## src/rtl/clk_div_multi_pkg.sv

```systemverilog
// clk_div_multi_pkg: shared constants and helpers for the multi-channel clock divider
package clk_div_multi_pkg;
  localparam int HALTED = 0;
  function automatic int ch_width(input int n);
    return (n > 1) ? $clog2(n) : 1;
  endfunction
endpackage

```

## src/rtl/clk_div_multi_chan.sv

```systemverilog
// clk_div_multi_chan: one divider channel with shadowed half-period and registered strobes
module clk_div_multi_chan
  import clk_div_multi_pkg::*;
#(
  parameter int WIDTH        = 24,
  parameter int DEFAULT_HALF = 25_000
) (
  input  logic             clk,
  input  logic             rst_n,
  input  logic             en,
  input  logic             sync,
  input  logic             wr,
  input  logic [WIDTH-1:0] wr_data,
  output logic             div,
  output logic             tick,
  output logic             rise
);
  logic [WIDTH-1:0] cnt, active, shadow;
  logic idle, terminal;
  assign idle     = !en || active == WIDTH'(HALTED);
  assign terminal = cnt == active - WIDTH'(1);
  // count within a level; shadow moves to active only at cnt==0 boundaries so no period is cut short
  always_ff @(posedge clk or negedge rst_n) begin
    if (!rst_n) begin
      cnt    <= '0;
      div    <= 1'b0;
      tick   <= 1'b0;
      rise   <= 1'b0;
      active <= WIDTH'(DEFAULT_HALF);
      shadow <= WIDTH'(DEFAULT_HALF);
    end else begin
      if (wr) shadow <= wr_data;
      if (sync || idle) begin
        cnt    <= '0;
        div    <= 1'b0;
        tick   <= 1'b0;
        rise   <= 1'b0;
        active <= shadow;
      end else if (terminal) begin
        cnt    <= '0;
        div    <= ~div;
        tick   <= 1'b1;
        rise   <= ~div;
        active <= shadow;
      end else begin
        cnt  <= cnt + WIDTH'(1);
        tick <= 1'b0;
        rise <= 1'b0;
      end
    end
  end
endmodule

```

## src/rtl/clk_div_multi.sv

```systemverilog
// clk_div_multi: N-channel programmable clock/tick divider with common phase sync
module clk_div_multi
  import clk_div_multi_pkg::*;
#(
  parameter int  CHANNELS     = 4,
  parameter int  WIDTH        = 24,
  parameter int  DEFAULT_HALF = 25_000,
  localparam int CH_W         = ch_width(CHANNELS)
) (
  input  logic                clk,
  input  logic                rst_n,
  input  logic [CHANNELS-1:0] en_i,
  input  logic                sync_i,
  input  logic                wr_en_i,
  input  logic [CH_W-1:0]     wr_ch_i,
  input  logic [WIDTH-1:0]    wr_data_i,
  output logic [CHANNELS-1:0] clk_o,
  output logic [CHANNELS-1:0] tick_o,
  output logic [CHANNELS-1:0] rise_o
);
  for (genvar i = 0; i < CHANNELS; i++) begin : g_ch
    logic wr;
    assign wr = wr_en_i && int'(wr_ch_i) == i;
    clk_div_multi_chan #(.WIDTH(WIDTH), .DEFAULT_HALF(DEFAULT_HALF)) u_chan (
      .clk(clk), .rst_n(rst_n), .en(en_i[i]), .sync(sync_i), .wr(wr), .wr_data(wr_data_i),
      .div(clk_o[i]), .tick(tick_o[i]), .rise(rise_o[i])
    );
  end
endmodule
```

## config.mk

```make
export PLATFORM = sky130hd
export DESIGN_NAME = clk_div_multi
export DESIGN_NICKNAME = d
export VERILOG_FILES = /design/src/rtl/clk_div_multi_pkg.sv /design/src/rtl/clk_div_multi_chan.sv /design/src/rtl/clk_div_multi.sv
export SDC_FILE = /design/constraint.sdc
export NUM_CORES = 1
export LEC_CHECK = 0
export CELL_PAD_IN_SITES_DETAIL_PLACEMENT = 1
export CELL_PAD_IN_SITES_GLOBAL_PLACEMENT = 1
export CORE_MARGIN = 1.5
export CORE_UTILIZATION = 40
export DETAILED_ROUTE_END_ITERATION = 8
export PLACE_DENSITY = 0.7
export SLEW_MARGIN = 40
export SYNTH_ARGS = -nofsm -noshare
export SYNTH_HDL_FRONTEND = slang
export SYNTH_SLANG_ARGS = --single-unit
```

## constraint.sdc

```tcl
create_clock -name clk -period 10.4 [get_ports clk]
set_input_delay 2.08 -clock clk [delete_from_list [all_inputs] [get_ports clk]]
set_output_delay 2.08 -clock clk [all_outputs]
set_load 0.02 [all_outputs]
```

# Yosys cells after proc, flatten, opt, wreduce, memory -nomap -nowiden
# Index checks and enable logic that the tools add are counted.
[word_totals]
reg_bits = 300
input_bits = 34
word_cells = 108
[classes]
add_sub_neg = 8
n_eq_ne = 7
muxes = 40
bitwise_logic = 4
n_reduce_logical = 25
[ops]
columns = ["op", "n"]
rows = [
  ["two-way mux 24 bit", 16],
  ["adder 24 x 1 -> 24 bit (second input constant)", 4],
  ["equality test 24 bit", 4],
  ["logical NOT 24 bit", 4],
  ["subtractor 24 x 1 -> 24 bit (second input constant)", 4],
  ["two-way mux 1 bit", 24],
  ["logical OR 1 bit", 8],
  ["nonzero test 2 bit", 4],
  ["equality test 2 bit (second input constant)", 2],
  ["logical AND 1 bit", 4],
  ["logical NOT 1 bit", 4],
  ["inverter 1 bit", 4],
  ["equality test 2 x 1 -> 1 bit (second input constant)", 1],
  ["logical NOT 2 bit", 1],
]

# Depth between registers and ports, before layout
[logic_depth]
depth_word = 4
depth_mapped = 13
ltp_nobuf = 10

# By module
# From an unflattened synthesis, not the netlist that was laid out.
[hier_totals]
hier_cells = 1672
area_unflattened_um2 = 17392.9
[modules_own_cells]
columns = ["mod", "instances", "cells_per_inst", "area_per_inst_um2"]
rows = [
  ["clk_div_multi_chan at g_ch[0].u_chan ...", 3, 389, 4205.3],
  ["clk_div_multi_chan at g_ch[3].u_chan", 1, 501, 4739.5],
  ["clk_div_multi", 1, 4, 37.5],
]

# Worst setup path before layout
# Ideal clock, no wire load.
[synth_path]
kind = "register to register"
from = "register g_ch[1].u_chan.active[7]"
to = "register g_ch[1].u_chan.active[21]"
setup_time_ns = 0.127
arrival_ns = 3.354
slack_ns = 6.919
path_stages_with_launch = 12
path_buffers = 3
path_cell_list = "dfstp_2 -> or4_1 -> buf_2 -> or4_4 -> or4_1 -> a31oi_1 -> a311oi_1 -> a2111o_1 -> nand2_1 -> buf_6 -> buf_8 -> mux2_1"
[synth_between]
elab_chain_cells = 4
[synth_rtl]
columns = ["element", "line", "text"]
rows = [
  ["start, declared", "clk_div_multi_chan.sv:18", "logic [WIDTH-1:0] cnt, active, shadow;"],
  ["start signal, assigned", "clk_div_multi_chan.sv:29", "active <= WIDTH'(DEFAULT_HALF);"],
  ["start signal, assigned", "clk_div_multi_chan.sv:38", "active <= shadow;"],
  ["start signal, assigned", "clk_div_multi_chan.sv:44", "active <= shadow;"],
  ["branches (longest 4 deep; another with subtractor 24 x 1 -> 24 bit)", "--", ""],
]
# Several ways; the timed one is not identified.
# A chain may end at the register's enable or synchronous reset.

# Worst setup path after layout
[layout_path]
from = "register g_ch[1].u_chan.active[0]"
to = "register g_ch[1].u_chan.active[2]"
# The elaborated chain is that of the path after synthesis.

==> results list <==
- The number of clock buffers added by TritonCTS is 34.
- Antenna diode count: 0
- The netlist uses 68 different library cells.
- In this run the remaining antenna-violating nets after routing total 0.
- Once placement finished, the instance area stood at 16600 µm².
- Yosys mapped a number of flops with a built-in enable equal to 0.
- Critical Path Sink Type: flip-flop
- Count of yosys warnings during synthesis: 0
* Global-route met3 utilization: 0.0265
- The clock passes through at most 3 buffers.
* Sequential cell area fraction in the yosys report: 0.483
- Setup repair after global routing left no endpoint under its margin.
- Final Setup Violations: 0
* CTS tree: yes
- The analysis attributes to cell leakage a power of 6.88 nW.
* Largest driver fanout on the critical path: 24
* Transition time of the tightest slew-check pin: 0.800 ns
- In this run, the number of DRC markers left after iteration 0 of detailed routing was 459.
- The worst register-to-register path begins at g_ch[1].u_chan.active[0].
* Clock tree sinks: 300
- Hold buffer count at cts: 0
- Setup Buffers After CTS: 0
- The number of hold violations in the final report came to 0.
- Setup TNS: 0 ns
- The later pin in the worst-skew pair is clocked with a latency of 0.54 ns.
- Counting instances, the worst hold path has a depth of 1.
- The number of gates resized after CTS was 0.
* Residual DRC count: 0
- For hold timing, the worst endpoint is g_ch[0].u_chan.rise.
* Top-level I/O count: 46
- Result of the run: finished clean
- Cell-by-cell trace of the critical path: inv_1, ha_1, nor3b_1, a22oi_1, or4_1, or4_4, a2111o_1, nand2_2, buf_4, mux2_2
* Max_slew headroom: 0.466
- The die is 201 µm tall.
- Kind of start point of the critical path: flip-flop
- In this run the mean area of a mapped cell was 10.8 µm².
- Static timing analysis puts the maximum clock frequency at 229 MHz.
- The critical path contains buffers and inverters numbering 2 combined.
- Vias per std cell: 5.45
- Met1 Track Usage GR: 0.260
- Fillers: 4119
- Relative to the synthesized area, the layout overhead comes to 13.8%.
* Floorplan core area: 38600 µm²
- WL/cell: 19.7 µm
* Clock input transition at the sequential cells of the worst setup and hold paths: 0.06 ns
* Netlist area before placement: 15700 µm²
- GRT overflow: 0
- For the worst setup path, the data arrival time is 4.80 ns.
- The die covers 40300 µm².
* Final wirelength: 39700 µm
* Startpoint of the lowest-slack hold path: g_ch[0].u_chan.div
- Total Routing Usage GR: 0.203
- Depth of the CTS H-tree: 2
- In this run the most used layer during global routing was met2.
- The finished cells cover 17800 µm².
- VDD sags by at most 0.0834 mV.
* Area taken by multi-input logic gates: 7670 µm²
- Ratio of final minimum period to clock period: 0.420
- Number of nets in the synthesized netlist: 1485
- Met2 Track Usage GR: 0.344
* Post-detail-place hpwl: 27800 µm
- Largest delay share family, worst path: simple AND/OR/NAND/NOR gates
- Cell with the biggest individual delay on the critical path: sky130_fd_sc_hd__nor3b_1
- Reg2Reg Depth: 10
* Pins Over Slew Limit: 0
* Via count: 11000
* Biggest cell delay along the critical path: 0.68 ns
- Pin count of the biggest net entering global routing: 76
* Initial cell density of the core: 0.405
- Weighted congestion reported at the end of routability-driven placement: 0.873
- Total Nets Final: 1511
- The first global-routing pass estimated 65200 µm of wire.
* Number of global-route vias before repair: 11800
- Pwr Density: 192 nW/µm²
- Across the whole layout, storage elements account for 7570 µm².
- Router iterations before antenna repair: 4
* Fin crit period: 4.37 ns
- The tightest hold path in the finished design has a slack of 0.496 ns.
* CP Class: reg -> reg
- Post-route total power: 0.00342 W
- R2r setup slk: 6.03 ns
- The cell sitting at the root of the clock tree is a sky130_fd_sc_hd__clkbuf_16.
- Post-layout util: 0.461
- In the synthesized netlist, the number of instances is 1443.
- The synthesized design contains 300 register bits.
* Proportion of layout cells with a drive suffix above 1: 0.220
* Proportion of synthesized flip-flops having asynchronous set or reset: 1.00
- Number of maximum-capacitance violations: 0
- The worst register-to-register path ends at g_ch[1].u_chan.active[2].
- Dominant register cell in the synthesized netlist: sky130_fd_sc_hd__dfrtp_1
- Port buffering added 45 buffers.
* Number of standard-cell rows in the floorplan: 72
- The path class of the tightest hold or removal check is reg -> reg.
- The initial antenna violation count was 0.
- Final worst clock skew: 0.00996 ns
- The die is 201 µm wide.
* Worst path required time: 10.83 ns
[sequential cells by signal, indices dropped and copies added, names as in the netlist]
signal and count:
g_ch.u_chan.rise 4, g_ch.u_chan.shadow 96, g_ch.u_chan.div 4, g_ch.u_chan.cnt 96, g_ch.u_chan.active 96, g_ch.u_chan.tick 4
[cells by family (layout without fill, tap and decap cells)]
group                      count (synthesis)  after routing  synth area share
AOI/OAI and AO/OA                         99             99            0.0444
buffers and inverters                     96            147            0.0294
xor gates and xnor gates                 205            205             0.115
muxes                                    197            197             0.141
DFF                                      300            300             0.483
adders and majority gates                  8              8           0.00640
and+or+nand+nor                          538            538             0.180
[stage by stage]
stage / setup WS, ns / instances
floorplan: 6.92 / 1443
global placement: 5.71 / 1948
detailed placement: 6.00 / 1951
CTS: 6.00 / 2012
global route: 5.79 / 2012
finish: 6.03 / 2012
[layout make-up]
type / count / area share
Tap cell: 518 / 0.0364
Timing Repair Buffer: 58 / 0.0328
Multi-Input combinational cell: 1047 / 0.431
Clock inverter: 13 / 0.0117
Sequential cell: 300 / 0.425
Clock buffer: 48 / 0.0577
Inverter: 28 / 0.00590
[cells in the mapped netlist, types with 9 or more instances]
cell	count	area, µm²
sky130_fd_sc_hd__inv_1	28	105
sky130_fd_sc_hd__nor3b_1	12	90.1
sky130_fd_sc_hd__mux2_2	188	2120
sky130_fd_sc_hd__nor2_1	174	653
sky130_fd_sc_hd__nand3_1	65	325
sky130_fd_sc_hd__o31ai_1	9	67.6
sky130_fd_sc_hd__clkbuf_1	34	128
sky130_fd_sc_hd__buf_4	13	97.6
sky130_fd_sc_hd__nor3_1	43	215
sky130_fd_sc_hd__xor2_1	84	736
sky130_fd_sc_hd__nor4_1	23	144
sky130_fd_sc_hd__or3_1	25	156
sky130_fd_sc_hd__nand4_1	29	181
sky130_fd_sc_hd__o21ai_0	22	110
sky130_fd_sc_hd__and3_1	21	131
sky130_fd_sc_hd__or4_1	28	210
sky130_fd_sc_hd__nand2_1	53	199
sky130_fd_sc_hd__a21oi_1	9	45.0
sky130_fd_sc_hd__dfstp_2	48	1260
sky130_fd_sc_hd__nor2b_1	10	62.6
sky130_fd_sc_hd__dfrtp_1	252	6310
sky130_fd_sc_hd__xnor2_1	121	1060
sky130_fd_sc_hd__buf_2	14	70.1
[power breakdown]
group	internal, W	switching, W	total, W
logic	0.000280	0.000266	0.000546
registers	0.00135	0.000196	0.00155
clock network	0.000817	0.000505	0.00132
total	0.00245	0.000968	0.00342
[worst max-delay path by stage]
| stage | end | start | slack (ns) | depth (start not counted) |
|---|---|---|---|---|
| after floorplan | g_ch[1].u_chan.active[21] | g_ch[1].u_chan.active[7] | 6.92 | 11 |
| after global placement | g_ch[0].u_chan.active[4] | sync_i | 5.71 | 5 |
| after detailed placement | g_ch[2].u_chan.active[15] | sync_i | 6.00 | 6 |
| after CTS | g_ch[1].u_chan.active[2] | g_ch[1].u_chan.active[0] | 6.00 | 10 |
| after global routing | g_ch[1].u_chan.active[22] | g_ch[1].u_chan.active[0] | 5.79 | 10 |
| final | g_ch[1].u_chan.active[2] | g_ch[1].u_chan.active[0] | 6.03 | 10 |
[per-layer routing]
layer | wire length, µm | part of all wire
met5 | 0 | 0
met3 | 945 | 0.024
met4 | 1620 | 0.041
met2 | 19200 | 0.48
met1 | 17900 | 0.45
[placed cells by master (no fill, tap or decap), drive strengths merged, types with 7 or more instances in the layout]
master         synthesis  layout
and3                  21      21
a31oi                  8       8
dfrtp                252     252
or4                   30      30
o31ai                  9       9
buf                   34      14
a21oi                  9       9
a211oi                 8       8
nor3b                 12      12
nand3                 65      65
nand4                 29      29
or3                   25      25
nand2b                 8       8
nor3                  44      44
nor2b                 10      10
inv                   28      29
xnor2                121     121
o21ai                 23      23
clkdlybuf4s50          0      44
nand3b                 8       8
ha                     8       8
clkbuf                34      48
xor2                  84      84
nor4                  25      25
mux2                 190     190
mux2i                  7       7
nand4b                 7       7
nor2                 174     174
dfstp                 48      48
nand2                 53      53
No activity file was read; power rests on OpenSTA's default activity.
